**src/rtl/flow_source.sv**
```systemverilog
// flow_source: producer-side partner of the lane flow-control FSM.
// Routes a single upstream word stream into four lane FIFOs, one word per
// cycle at most, honouring per-lane pause/resume, the idle start signal and
// the error_full abort. A blocked head word stalls the whole stream.
module flow_source #(
    parameter int DATA_W = 6,
    parameter int CNT_W  = 8
) (
    input  logic              clk,
    input  logic              rst,
    input  logic              enb,
    input  logic [3:0]        pausa,
    input  logic [3:0]        continuar,
    input  logic              error_full,
    input  logic              idle,
    input  logic              valid_in,
    input  logic [1:0]        dest_in,
    input  logic [DATA_W-1:0] data_in,
    output logic              ready_out,
    output logic [3:0]        push,
    output logic [DATA_W-1:0] data_out,
    output logic [1:0]        state_out,
    output logic [CNT_W-1:0]  sent_count,
    output logic              error_out
);

    typedef enum logic [1:0] {
        stWait   = 2'd0,
        stActive = 2'd1,
        stHalt   = 2'd2
    } stateT;

    stateT      state;
    stateT      stateNext;
    logic [3:0] laneOn;
    logic       xfer;

    // Decode a lane index into the one-hot FIFO write strobe.
    function automatic logic [3:0] oneHot(input logic [1:0] lane);
        logic [3:0] strobe;
        strobe       = 4'b0000;
        strobe[lane] = 1'b1;
        return strobe;
    endfunction

    // Pushed-word counter advances modulo 2^CNT_W.
    function automatic logic [CNT_W-1:0] incWrap(input logic [CNT_W-1:0] count);
        return count + CNT_W'(1);
    endfunction

    // Handshake: a lane being paused this cycle is already blocked.
    always_comb begin
        ready_out = enb & (state == stActive) & ~error_full
                  & laneOn[dest_in] & ~pausa[dest_in];
        xfer      = valid_in & ready_out;
    end

    // Next global state; error_full overrides every other transition.
    always_comb begin
        stateNext = state;
        unique case (state)
            stWait: begin
                if (error_full)
                    stateNext = stHalt;
                else if (idle)
                    stateNext = stActive;
            end
            stActive: begin
                if (error_full)
                    stateNext = stHalt;
            end
            stHalt:  stateNext = stHalt;
            default: stateNext = stHalt;
        endcase
    end

    // Global state register and sticky abort flag, frozen while enb is low.
    always_ff @(posedge clk or posedge rst) begin
        if (rst) begin
            state     <= stWait;
            error_out <= 1'b0;
        end else if (enb) begin
            state <= stateNext;
            if (stateNext == stHalt)
                error_out <= 1'b1;
        end
    end

    // Per-lane on/off tracking; pause beats resume when both arrive together.
    always_ff @(posedge clk or posedge rst) begin
        if (rst)
            laneOn <= 4'b1111;
        else if (enb)
            laneOn <= (laneOn | continuar) & ~pausa;
    end

    // Registered FIFO write port; the strobe drops on every non-transfer edge.
    always_ff @(posedge clk or posedge rst) begin
        if (rst) begin
            push       <= 4'b0000;
            data_out   <= '0;
            sent_count <= '0;
        end else begin
            push <= xfer ? oneHot(dest_in) : 4'b0000;
            if (xfer) begin
                data_out   <= data_in;
                sent_count <= incWrap(sent_count);
            end
        end
    end

    assign state_out = state;

endmodule

```
**config.mk**
```make
export PLATFORM = sky130hd
export DESIGN_NAME = flow_source
export DESIGN_NICKNAME = d
export VERILOG_FILES = /design/src/rtl/flow_source.sv
export SDC_FILE = /design/constraint.sdc
export NUM_CORES = 1
export LEC_CHECK = 0
export BUFFER_PORTS_ARGS = -buffer_cell sky130_fd_sc_hd__buf_2
export CORE_MARGIN = 2
export CORE_UTILIZATION = 52
export CTS_BUF_LIST = sky130_fd_sc_hd__clkbuf_8
export DETAILED_ROUTE_END_ITERATION = 16
export PLACE_DENSITY = 0.85
export SYNTH_ARGS = -nofsm -noshare
export SYNTH_HDL_FRONTEND = slang
export SYNTH_SLANG_ARGS = --single-unit
```
**constraint.sdc**
```tcl
create_clock -name clk -period 5.6 [get_ports clk]
set_input_delay 0.56 -clock clk [delete_from_list [all_inputs] [get_ports clk]]
set_output_delay 0.56 -clock clk [all_outputs]
set_load 0.005 [all_outputs]
```
==> results list, run 1 <==
* Detailed-route wire length per cell: 12.5 um
* Clock Tree Root: sky130_fd_sc_hd__clkbuf_8
- Post-detailed-placement cell area: 1310 sq um
- P per Cell Area: 234 nW/um^2
- At the end of routability-driven placement, the weighted congestion stood at 0.738.
* Top-Level Pins: between 40 and 50
- The layout has 167 filler cells.
- The analysis attributes to cell leakage a power of about 0.76 nW.
- The worst-case IR drop observed on VDD is 0.176 mV.
- Total negative slack for setup checks: 0 ns
- Number of hold-repair buffers added at the cts stage: 0
- Clock-pin slew was measured on the worst setup and hold paths at 0.08 ns.
* Cell at the slowest stage of the critical path: sky130_fd_sc_hd__nor3b_4
- Distinct cells, synth: 24
- Remaining antenna violation count: 0
* Critical path endpoint category: flop
- The number of hold violations in the final report came to 0.
- Worst Hold Class: input pin to flop
- Maximum level of the CTS H-tree: 1
- The worst setup path is launched from a flop.
- Combined global-route utilization of all metal layers: 17.8%
- Wire length after detailed routing: 1.92 mm
- At the worst endpoint, the arrival time is roughly 2.4 ns.
- Of the available clock period, the critical path in the final layout requires around 40%.
- The pre-antenna-repair detailed-routing pass consisted of 4 iterations.
- Buffers added to address setup during post-CTS repair amount to 0.
- Data required time of the worst path: ~5.8 ns
* DRC: 0
- Setup repair after global routing left no endpoint under its margin.
- The first global-routing pass estimated 3.34 mm of wire.
- Clock Tree Buf Depth: 2
- The wire-length estimate of the detail-placed layout is roughly 1.5 mm.
- Summed area of non-filler cells in the final layout: roughly 1400 sq um
* Post-synthesis net count: 105
- The library cell used most frequently in the layout, excluding fill and tap cells, is sky130_fd_sc_hd__buf_2.
- Final-report max-slew violation count: 0
- Sequential cells were found to cover 58.7% of the synthesized design area.
- Initial antenna violation count: 0
- After synthesis, the largest area contributor takes up about half of total cell area.
* Area added between synthesis and finish: 26.1%
* Placeable Area: ~2000 sq um
* Total clock sinks: 25
- Cells traversed along the worst timing path: nand2b_1, mux4_2, nor3b_4, mux2_2
- The floorplan has 16 rows.
* Result of the run: finished clean
- The initial utilization of the core area, before any placement, comes to 54.7%.
* Area of the mapped netlist: between 1000 and 1500 sq um
* Vias per Instance: 5.10
- PostCTS Resize Cnt: 0
* Number of clock buffers inserted by TritonCTS: 3
- By startpoint and endpoint, the worst setup path is classified as flop to flop.
- Along the worst path, the maximum fanout reaches 12.
- Count of endpoints failing setup in the final report: 0
- The die covers 2440 sq um.
* TritonCTS clock tree: built
* Biggest area contributors in the synthesized netlist: sky130_fd_sc_hd__dfrtp_1 49%, sky130_fd_sc_hd__dfstp_2 9.8%, sky130_fd_sc_hd__mux2_4 7.0%
* Post-synth top area cell: sky130_fd_sc_hd__dfrtp_1
- Ratio of cells with drive above 1 in the final layout: between 40% and 50%
- Max capacitance violation total: 0
* Cell family contributing the most delay on the critical path: multiplexers
- The repair_antennas step left the layout with diodes totalling 0.
- Counting I/O delays and the setup requirement, the final critical path takes approximately 2.3 ns.
* Transition at the pin with the smallest max-transition slack: 0.890 ns
- Entering global routing, the biggest net connects 26 pins.
* Most frequent cells in the layout: 43 x sky130_fd_sc_hd__buf_2, 21 x sky130_fd_sc_hd__dfrtp_1, 8 x sky130_fd_sc_hd__a21oi_1
- The largest single stage delay on the critical path is 0.59 ns.
* Vertical die dimension: 49.4 um
- The number of global-route vias before repair is 755.
- After synthesis, the mean cell area works out to 13.1 sq um.
* Setup clock skew after layout: 0.00196 ns
- Worst relative slew slack: roughly 41%
- Total congestion overflow: 0
- Synthesis produced approximately 80 cells.
- In this run the tool buffered the top-level ports with 43 buffer cells.
- Yosys warning total: 0
* Sum of buffers and inverters on the critical path: 0
* Register bit count reported by yosys: 25
* Number of vias after detailed routing: 785
* Initial DRC count: 11
- For this run, the post-layout net count is 151.
- X dimension of the die: about 50 um
* Insertion delay to the later sink of the worst-skew pair: 0.26 ns
* Highest achievable clock rate: about 440 MHz
## synthesized netlist by cell type
library cell,number
sky130_fd_sc_hd__a2111o_1,1
sky130_fd_sc_hd__a21o_1,2
sky130_fd_sc_hd__a21oi_1,8
sky130_fd_sc_hd__and2_1,2
sky130_fd_sc_hd__and3_1,1
sky130_fd_sc_hd__and3b_1,2
sky130_fd_sc_hd__buf_6,1
sky130_fd_sc_hd__clkbuf_1,1
sky130_fd_sc_hd__dfrtp_1,21
sky130_fd_sc_hd__dfstp_2,4
sky130_fd_sc_hd__ha_1,1
sky130_fd_sc_hd__inv_1,2
sky130_fd_sc_hd__mux2_2,2
sky130_fd_sc_hd__mux2_4,5
sky130_fd_sc_hd__mux4_2,1
sky130_fd_sc_hd__nand2_1,4
sky130_fd_sc_hd__nand2b_1,4
sky130_fd_sc_hd__nand4_1,3
sky130_fd_sc_hd__nor2_1,2
sky130_fd_sc_hd__nor3_1,3
sky130_fd_sc_hd__nor3b_4,1
sky130_fd_sc_hd__nor4_1,3
sky130_fd_sc_hd__o21ai_0,1
sky130_fd_sc_hd__xor2_1,7
## sequential cells by signal (all words and copies together) (netlist names)
signal      flops
error_out       1
data_out        6
push            4
laneOn          4
sent_count      8
state_out       2
## stage by stage
step / std cells / util, % / hold WS [ns] / power (mW) / setup WS, ns
global route: 154 / 69.0 / 0.439 / 0.335 / 3.21
finish: 154 / 69.0 / 0.446 / 0.317 / 3.32
global placement: 150 / 66.6 / 0.448 / 0.219 / 3.17
detailed placement: 150 / 66.6 / 0.458 / 0.221 / 3.10
CTS: 154 / 69.0 / 0.441 / 0.321 / 3.32
floorplan: 82 / - / 0.459 / 0.207 / 3.52
## path summary, 6_finish.rpt
path | start | endpoint | slack, ns | depth (start not counted)
min in group asynchronous | rst | error_out$_DFFE_PP0P_ | 0.48 | 2
hold reg to reg | sent_count[7]$_DFFE_PP0P_ | sent_count[7]$_DFFE_PP0P_ | 0.46 | 1
setup reg to reg | laneOn[3]$_DFFE_PP1P_ | data_out[5]$_DFFE_PP0P_ | 3.32 | 4
setup / recovery | laneOn[3]$_DFFE_PP1P_ | data_out[5]$_DFFE_PP0P_ | 3.32 | 4
hold / removal | pausa[0] | laneOn[0]$_DFFE_PP1P_ | 0.45 | 2
max in group asynchronous | rst | push[2]$_DFF_PP0_ | 4.57 | 2
## metal layers
| metal | vias to the layer above | track usage [%] | part of all wire, % | routed length [um] |
|---|---|---|---|---|
| met2 | 38 | 27.7 | 48 | 912 |
| met4 | 0 | 2.78 | 0 | 0 |
| met5 | - | 0 | 0 | 0 |
| met1 | 365 | 25.9 | 45 | 862 |
| met3 | 0 | 4.29 | 7.5 | 143 |
| li1 | 382 | - | - | - |
## cell type report
| cell class | instances | area [sq um] | area share, % |
|---|---|---|---|
| clock buffer | 3 | 41.3 | 3.05 |
| multi-input combinational | 53 | 420 | 31.1 |
| clock inverter | 1 | 5.00 | 0.370 |
| tap | 27 | 33.8 | 2.50 |
| inverter | 2 | 7.51 | 0.555 |
| timing repair buffer | 43 | 215 | 15.9 |
| sequential | 25 | 631 | 46.6 |
## logic make-up (layout without fill, tap and decap cells)
kind of cell             count (synthesis)  after routing  share of synthesized area [%]
adder cells (fa/ha/maj)                  1              1                           1.17
AND/OR/NAND/NOR                         25             25                           14.5
AO/OA/AOI/OAI                           12             12                           6.64
buffers and inverters                    4             49                           2.10
multiplexers                             8              8                           11.2
XOR/XNOR                                 7              7                           5.71
flip-flops                              25             25                           58.7
## power by group
| group | leakage, nW | internal [mW] | switching [mW] |
|---|---|---|---|
| sequential | 0.324 | 0.187 | 0.00288 |
| combinational | 0.407 | 0.0122 | 0.0142 |
| clock | 0.0255 | 0.0495 | 0.0507 |
| total | 0.756 | 0.249 | 0.0678 |
No activity file was read; power rests on OpenSTA's default activity.
==> inputs of run 2 (changes only) <==
CORE_UTILIZATION = 49   (was 52)
PLACE_DENSITY = 0.81   (was 0.85)
clock period = 2.3 ns   (was 5.6 ns; I/O delays follow)
==> run 2 against run 1 <==
Against the previous run:
- die area rose by 5.6%
- combinational power increased by 140%
- non-clock buffer count is 1 higher
- clock skew rose by 0.0057 ns
- cell count rose by 0.65%
- clock power rose to 2.5 times the previous value
- register-to-register slack lost 3.1 ns
- via count rose by 0.64%
- routed wire length grew 6.9%
- critical endpoint unchanged
- maximum frequency rose by 9.5%
- global-route usage up 1.0 points
- total power increased by 150%
==> results list, run 2 (synthesis results as in run 1) <==
- Result of the run: finished clean
- P per Cell Area: 572 nW/um^2 (+140%)
* Final weighted congestion in routability-driven placement: 0.737 (about the same)
- The data arrival time of the worst path is 2.23 ns (-0.20 ns).
* Pin count of the biggest net entering global routing: 26 (unchanged)
* Setup clock skew after layout: 0.00763 ns (+0.00567 ns)
* Starting utilization of the core area: 53.1% (-1.6 points)
- The share of final-layout standard cells stronger than drive strength 1 was 47.7% (+0.41 points).
- The die footprint is 2580 sq um (+5.6%).
- Detailed-route wire length per cell: 13.2 um (+6.2%)
- The H-tree depth came to 1 (unchanged).
* Unrepaired setup endpoints after global routing: false
- Startpoint types: flop
- Power spent charging and discharging nets: 171 uW (+150%)
- Part of the total power dissipated in the clock network: 32.3% (+0.7 points)
- STA classifies the critical path endpoint as a flop.
- The latest clock arrival within the worst-skew pair was 0.26 ns (about the same).
- Number of clock buffers inserted by TritonCTS: 3 (unchanged)
- The number of antenna violations at the first check in global routing was 0 (unchanged).
* Peak supply drop: 0.530 mV (+200%)
* Most common cell after layout, fill and taps aside: sky130_fd_sc_hd__buf_2
- Lkg Pwr: 0.762 nW (+0.72%)
* Top-Level Pins: 44 (unchanged)
* Area added between synthesis and finish: 26.8%
- The share of the clock period used by the worst path after layout is 90.7% (+50 points).
* Port buffer count: 43 (unchanged)
- Final-report max-slew violation count: 0 (unchanged)
- Wire length of the first global-routing pass: 3.54 mm (+6.0%)
- The total setup buffers inserted after CTS was 0 (unchanged).
* Highest achievable clock rate: 480 MHz (+9.5%)
- Remaining antenna violation count: 0 (unchanged)
* Switching share of power: 22.0% (+0.62 points)
- The worst setup path is of the flop to flop kind.
* Final core utilization: 67.3% (-1.7 points)
- The tree is rooted in a sky130_fd_sc_hd__clkbuf_8.
- Minimum period implied by the final worst setup slack: 2.09 ns (-0.198 ns)
- The worst hold path begins at pausa[1].
- Register with the most flip-flops: sent_count
- Max Fanout on Critical Path: 12 (unchanged)
- The number of instances in the placed design is 151 (+0.67%).
- The part of the total power dissipated in combinational logic was 8.2% (-0.2 points).
- The internal power was 607 uW (+140%).
* Wire length after detailed routing: 2.05 mm (+6.9%)
- Final-stage net count: 152 (+0.66%)
- The detailed router's first-iteration violation count came to 16 (+5).
* Worst path max stage delay: 0.58 ns (about the same)
- Placement Rows: 16 (unchanged)
- Beginning of the critical path: laneOn[3]$_DFFE_PP1P_
- Via count of the first global-routing pass: 799 (+5.8%)
* Most frequent cells in the layout: 43 x sky130_fd_sc_hd__buf_2, 21 x sky130_fd_sc_hd__dfrtp_1, 8 x sky130_fd_sc_hd__a21oi_1
- The total of cells resized after clock tree synthesis is 0 (unchanged).
- Worst relative slew slack: 40.3% (-0.29 points)
* Cell at the slowest stage of the critical path: sky130_fd_sc_hd__mux4_2
* Number of hold violations in the final report: 0 (unchanged)
- Clock Tree Buf Depth: 2 (unchanged)
- The clock-pin slew on the worst setup and hold paths came to 0.09 ns (about the same).
- Placeable Area: 2020 sq um (+3.1%)
- The detailed-router iteration count before antenna repair was 4 (unchanged).
- Number of hold-repair buffers added at the cts stage: 0 (unchanged)
* Flip-flop count of the largest register after layout: 8 (unchanged)
- Worst Hold Class: input pin to flop
* Source of the worst register-to-register timing path: laneOn[3]$_DFFE_PP1P_
- Post-detailed-placement cell area: 1320 sq um (+0.57%)
- Registers with the highest flip-flop counts: sent_count (8), data_out (6)
- The die boundary height is 50.8 um (+2.8%).
* Total congestion overflow: 0 (unchanged)
- DRC: 0 (unchanged)
- Number of diodes added for antenna fixing: 0 (unchanged)
- The count of non-filler cells in the finished layout came to 155 (+0.65%).
- The slew at the pin closest to its max-slew limit was 0.894 ns (+0.00430 ns).
- The die extent in x was 50.8 um (+2.8%).
* TritonCTS clock tree: built
- The per-cell via count in the routed design is 5.10 (about the same).
* Count of endpoints failing setup in the final report: 0 (unchanged)
- Combined global-route utilization of all metal layers: 18.8% (+1.0 points)
- The sum of negative setup slack is 0 ns (unchanged).
- The max-capacitance violation count was 0 (unchanged).
- Sequential share of power: 59.5% (-0.5 points)
* Data required time of the worst path: 2.45 ns (-3.30 ns)
* Number of vias after detailed routing: 790 (+0.64%)
- Walking the worst path, the cells encountered are nand2b_1, mux4_2, nor3b_4, buf_4, mux2_2.
- Total clock sinks: 25 (unchanged)
- Summed area of non-filler cells in the final layout: 1360 sq um (+0.55%)
- DP HPWL: 1.57 mm (+5.5%)
run 2: power groups by stage:
stage | Sequential [mW] | Combinational (mW) | Clock (mW)
finish | 0.463 | 0.0640 | 0.251
global route | 0.465 | 0.0738 | 0.281
CTS | 0.463 | 0.0652 | 0.259
detailed placement | 0.471 | 0.0652 | 0
global placement | 0.470 | 0.0627 | 0
floorplan | 0.470 | 0.0342 | 0
run 2: per-stage QoR:
step,power [mW],worst slack (ns),hold slack [ns]
after floorplan,0.504,0.345,0.254
after global placement,0.533,0.283,0.383
after detailed placement,0.537,0.233,0.384
after CTS,0.788,0.209,0.0946
after global routing,0.819,0.133,0.103
final,0.778,0.215,0.0973
run 2: final cells by class:
cell class	count	area, sq um
Clock buffer	3	41.3
Fill cell	183	661
Tap cell	27	33.8
Clock inverter	1	5.00
Timing Repair Buffer	44	223
Inverter	2	7.51
Multi-Input combinational cell	53	420
Sequential cell	25	631
run 2: worst max-delay path, delay by kind of cell, from the launching register on:
family        cells  cell delay (ns)
buf+inv           1             0.23
flops             1             0.54
mux               2             0.93
simple gates      2             0.26
run 2: path summary, 6_finish.rpt:
path                                              to  slack (ns)  cells after the start
min reg2reg                sent_count[7]$_DFFE_PP0P_        0.47                      1
min                            laneOn[1]$_DFFE_PP1P_         0.1                      2
min in group asynchronous   state_out[1]$_DFFE_PP0P_        0.14                      2
max in group asynchronous    data_out[1]$_DFFE_PP0P_        1.60                      2
max                          data_out[5]$_DFFE_PP0P_        0.21                      5
max reg2reg                  data_out[5]$_DFFE_PP0P_        0.21                      5
run 2: routing by layer:
layer | part of all wire, % | vias to the layer above | global-route usage [%] | wire length [um]
met5 | 0 | - | 0 | 0
met4 | 1.1 | 0 | 8.11 | 22
met3 | 6.1 | 2 | 3.27 | 125
met2 | 49 | 34 | 32.5 | 1010
met1 | 44 | 373 | 23.1 | 893
li1 | - | 381 | - | -
